==> src/rtl/hdlc_chk_pkg.sv <==
// Shared types and constants for the HDLC receive-path run-time checker.
package hdlc_chk_pkg;

  typedef enum int unsigned {
    CHK_FLAG  = 0,
    CHK_ABORT = 1,
    CHK_EOF   = 2,
    CHK_OVF   = 3,
    N_CHK     = 4
  } chk_e;

  localparam logic [7:0] FLAG_PAT  = 8'h7E;
  localparam logic [7:0] ABORT_PAT = 8'h7F;
  localparam logic [7:0] IDLE_PAT  = 8'hFF;

  typedef enum logic [1:0] {
    IDLE     = 2'd0,
    FRAME    = 2'd1,
    OVF_DONE = 2'd2
  } frm_state_e;

  function automatic logic [2:0] popcnt4(input logic [3:0] v);
    return 3'(v[0]) + 3'(v[1]) + 3'(v[2]) + 3'(v[3]);
  endfunction

endpackage

==> src/rtl/hdlc_pattern_det.sv <==
// Serial 8-bit pattern matcher for flag, abort and idle sequences; usable on Rx or Tx.
module hdlc_pattern_det import hdlc_chk_pkg::*; (
  input  logic clk_i,
  input  logic rst_ni,
  input  logic rx_i,
  output logic flag_o,
  output logic abort_o,
  output logic idle_o
);

  logic [7:0] sr_q, sr_d;

  always_comb begin
    sr_d = {sr_q[6:0], rx_i};
  end

  always_ff @(posedge clk_i or negedge rst_ni) begin
    if (!rst_ni) begin
      sr_q <= 8'h00;
    end else begin
      sr_q <= sr_d;
    end
  end

  assign flag_o  = (sr_q == FLAG_PAT);
  assign abort_o = (sr_q == ABORT_PAT);
  assign idle_o  = (sr_q == IDLE_PAT);

endmodule

==> config.mk <==
export PLATFORM = sky130hd
export DESIGN_NAME = hdlc_pattern_det
export DESIGN_NICKNAME = d
export VERILOG_FILES = /design/src/rtl/hdlc_chk_pkg.sv /design/src/rtl/hdlc_pattern_det.sv
export SDC_FILE = /design/constraint.sdc
export NUM_CORES = 1
export LEC_CHECK = 0
export CAP_MARGIN = 20
export CORE_AREA = 4 4 41 43
export CTS_CLUSTER_DIAMETER = 40
export DETAILED_ROUTE_END_ITERATION = 8
export DIE_AREA = 0 0 45 47
export GPL_TIMING_DRIVEN = 0
export SLEW_MARGIN = 25
export SYNTH_ARGS = -nofsm -noshare
export SYNTH_HDL_FRONTEND = slang
export SYNTH_SLANG_ARGS = --single-unit
==> constraint.sdc <==
create_clock -name clk_i -period 0.8 [get_ports clk_i]
set_input_delay 0.16 -clock clk_i [delete_from_list [all_inputs] [get_ports clk_i]]
set_output_delay 0.16 -clock clk_i [all_outputs]
set_load 0.02 [all_outputs]
Yosys cells after proc, flatten, opt, wreduce, memory -nomap -nowiden. Index checks and enable logic that the tools add are counted.

Output and inout bits: 3. Input bits: 3. Register bits: 8. Word-level logic and storage cells: 4.

Eq/ne operators: 3.

Operators by type and width (count): $eq A8 B7 Y1 const B (2); $eq A8 B8 Y1 const B (1).

Longest topological paths before layout.
Word-level depth: 1. Gate-level depth with buffers: 2. Mapped depth without buffers: 2.

Worst setup path before layout. Ideal clock, no wire load.

Kind: register -> output. From: register sr_q[6]. To: output port abort_o. Slack: -0.292 ns. Buffers on the path: 0. Required time: 0.640 ns. Arrival time: 0.932 ns. Stages on the path, launching flop included: 3. Cell sequence: dfrtp_1 > nand3_2 > nor3_1.

Longest elaborated chain between the ends: 1.

Ends and longest elaborated chain: from (decl) (RTL line hdlc_pattern_det.sv:11) `logic [7:0] sr_q, sr_d;`; from (signal assigned) (RTL line hdlc_pattern_det.sv:21) `sr_q <= sr_d;`; $eq A8 B7 Y1 (RTL line hdlc_pattern_det.sv:26) `assign abort_o = (sr_q == ABORT_PAT);`; to (decl) (RTL line hdlc_pattern_det.sv:7) `output logic abort_o,`.

Every way passes these cells.

Final worst setup path.
From: register sr_q[1]. To: output port flag_o.

Longest elaborated chain between the ends: 1.

Ends and longest elaborated chain: $eq A8 B7 Y1 (RTL line hdlc_pattern_det.sv:25) `assign flag_o = (sr_q == FLAG_PAT);`; to (decl) (RTL line hdlc_pattern_det.sv:6) `output logic flag_o,`.

Every way passes these cells.

==> results.toml <==
[clock_network]
clkTransAtPathRegs_ns = 0.05
clock_latency_ns = 0.25
clock-sinks = 8
cts_buffers = 3
postCtsHoldBufs = 0
cts_tree = "built"
ctsLongestPathBuffers = 2
htree_num_levels = 1
cts_root_buf = "clkbuf_4"

[layout]
drive_gt1_frac = 0.538
diodes = 0
largest_register_ffs = 8
reg_top3 = "sr_q (8)"
fill_cells = 142
fin_area_sq_um = 385
syn_to_final_growth_pct = 55.6
largest-register = "sr_q"
final_nets = 31

[run_status]
outcome = "complete, but fails checks"
violations = "negative setup slack"

[drt]
vias_per_cell = 4.02
wl_per_cell_um = 11.4
drtIter0Drc = 2
drc = 0
ant_nets = 0
finalWirelength_um = 468
firstDrtPassIters = 4
vias = 165

[critical_path]
critPathRequiredTime_ns = 0.64
cp-start-kind = "flop"
critPathKind = "reg -> out"
cp_max_fo = 3
r2r_cells = 1
cp.arrival_ns = 1.13
reg2reg_slack_ns = 0.14
worstReg2RegStart = "sr_q[5]$_DFF_PN0_"
endpoint_kind = "output port"
r2r-end = "sr_q[6]$_DFF_PN0_"

[logic_synthesis]
yosysWarnings = 0
synth_seq_cells = 8
yosysSeqAreaShare = 0.808
syn_area_per_cell_sq_um = 16.5
synth_fp_nets = 18
synth_cells = 15
synthDistinctLibCells = 7
synthesis.area_sq_um = 248

[die]
die_w_um = 45
die-area_sq_um = 2120
chipHeight_um = 47
initial_utilization = 0.190
core-area_sq_um = 1300
num_rows = 13
ioPinCount = 6

[timing]
clock.fmax_ghz = 0.778
rsz0062_at_grt = "true"
worst_slew_pin_slew_ns = 0.328
setup_violations = 3
skew_ns = 0.00388
fin_ws_ns = -0.485
slew_headroom = 0.781
finalCriticalPeriod_ns = 1.29
period_share = 1.61
slew_violations = 0
final-hold-violation-count = 0

[global_route]
grtUsageTotal = 0.0599
grt_max_degree = 9
grt_overflow = 0
antenna_found_initial = 0
grt_pass1_wl_um = 779
grt_pass1_vias = 200

[worst_hold_path]
hp-class = "in -> async"

[run]
drv_cap = 0

[placed_design]
place_congestion = 0.633
place_area_sq_um = 335
dpl.hpwl_um = 296
dp_slack_ns = -0.723
io_buffers = 5

[pwr]
power.density_nw_per_um2 = 2040
leakagePower_nw = 0.161
ir_drop_v = 0.000810
==> layer usage <==
metal | routed length [um] | vias to the layer above | GRT usage
li1 | - | 77 | -
met1 | 191 | 80 | 0.0493
met2 | 223 | 6 | 0.0904
met3 | 49 | 2 | 0.0498
met4 | 4 | 0 | 0.0526
met5 | 0 | - | 0
==> kinds of logic (layout without fill, tap and decap cells) <==
kind of cell / Yosys count / after routing / synth area share
buffers and inverters: 1 / 12 / 0.0151
flip-flops: 8 / 8 / 0.808
AND/OR/NAND/NOR: 6 / 6 / 0.177
==> timing repair <==
| item | CTS | global route |
|---|---|---|
| cloned | 0 | 0 |
| resized for setup | 17 | 0 |
| buffers inserted | 3 | 0 |
| setup endpoints to repair | 3 | 3 |
| pin swaps | 4 | 0 |
==> through the flow <==
stage | TNS (ns) | std cells | power, mW | util | hold WS [ns]
after floorplan | -0.557 | 15 | 0.458 | - | -0.136
after global routing | -1.67 | 41 | 0.833 | 0.296 | 0.198
after global placement | -1.96 | 35 | 0.477 | 0.258 | 0.376
final | -1.40 | 41 | 0.784 | 0.296 | 0.174
after detailed placement | -2.09 | 35 | 0.480 | 0.258 | 0.387
after CTS | -1.49 | 41 | 0.809 | 0.296 | 0.167
==> final cells by class <==
cell class | count | area, sq um | area share
Clock buffer | 3 | 22.5 | 0.0584
Inverter | 1 | 3.75 | 0.00974
Multi-Input combinational cell | 6 | 75.1 | 0.195
Sequential cell | 8 | 200 | 0.519
Tap cell | 15 | 18.8 | 0.0487
Timing Repair Buffer | 8 | 65.1 | 0.169
==> cells in the mapped netlist <==
cell,n,share of area
nand3_1,1,0.020
dfrtp_1,8,0.81
inv_1,1,0.015
nand3_2,1,0.040
nor4_2,1,0.050
nand4_1,1,0.025
nor3_1,2,0.040
==> worst max-delay path by stage <==
stage                      start  cells after the start      end  slack (ns)
6_report       sr_q[1]$_DFF_PN0_                      3   flag_o       -0.49
5_1_grt        sr_q[0]$_DFF_PN0_                      3  abort_o       -0.57
4_1_cts        sr_q[7]$_DFF_PN0_                      2   flag_o       -0.50
3_5_place_dp   sr_q[5]$_DFF_PN0_                      3   flag_o       -0.72
3_3_place_gp   sr_q[5]$_DFF_PN0_                      3   flag_o       -0.68
2_1_floorplan  sr_q[0]$_DFF_PN0_                      2  abort_o       -0.19
==> worst max-delay path, cell delays in order, from the launching register on <==
cell	delay, ns
dfrtp_1	0.39
nand3_2	0.10
nor4_4	0.21
buf_4	0.18
==> cells in the final DEF (no fill, tap or decap) <==
| cell | n |
|---|---|
| nand3_4 | 1 |
| buf_4 | 6 |
| nand3_2 | 1 |
| nor3_2 | 2 |
| nor4_4 | 1 |
| nand4_1 | 1 |
| inv_1 | 1 |
| clkdlybuf4s50_1 | 2 |
| clkbuf_4 | 3 |
| dfrtp_1 | 8 |
==> power breakdown <==
group / internal (mW) / switching, mW
Clock: 0.171 / 0.123
Sequential: 0.426 / 0.0231
Combinational: 0.0232 / 0.0179
Total: 0.620 / 0.164
(Power assumes the default switching activity.)
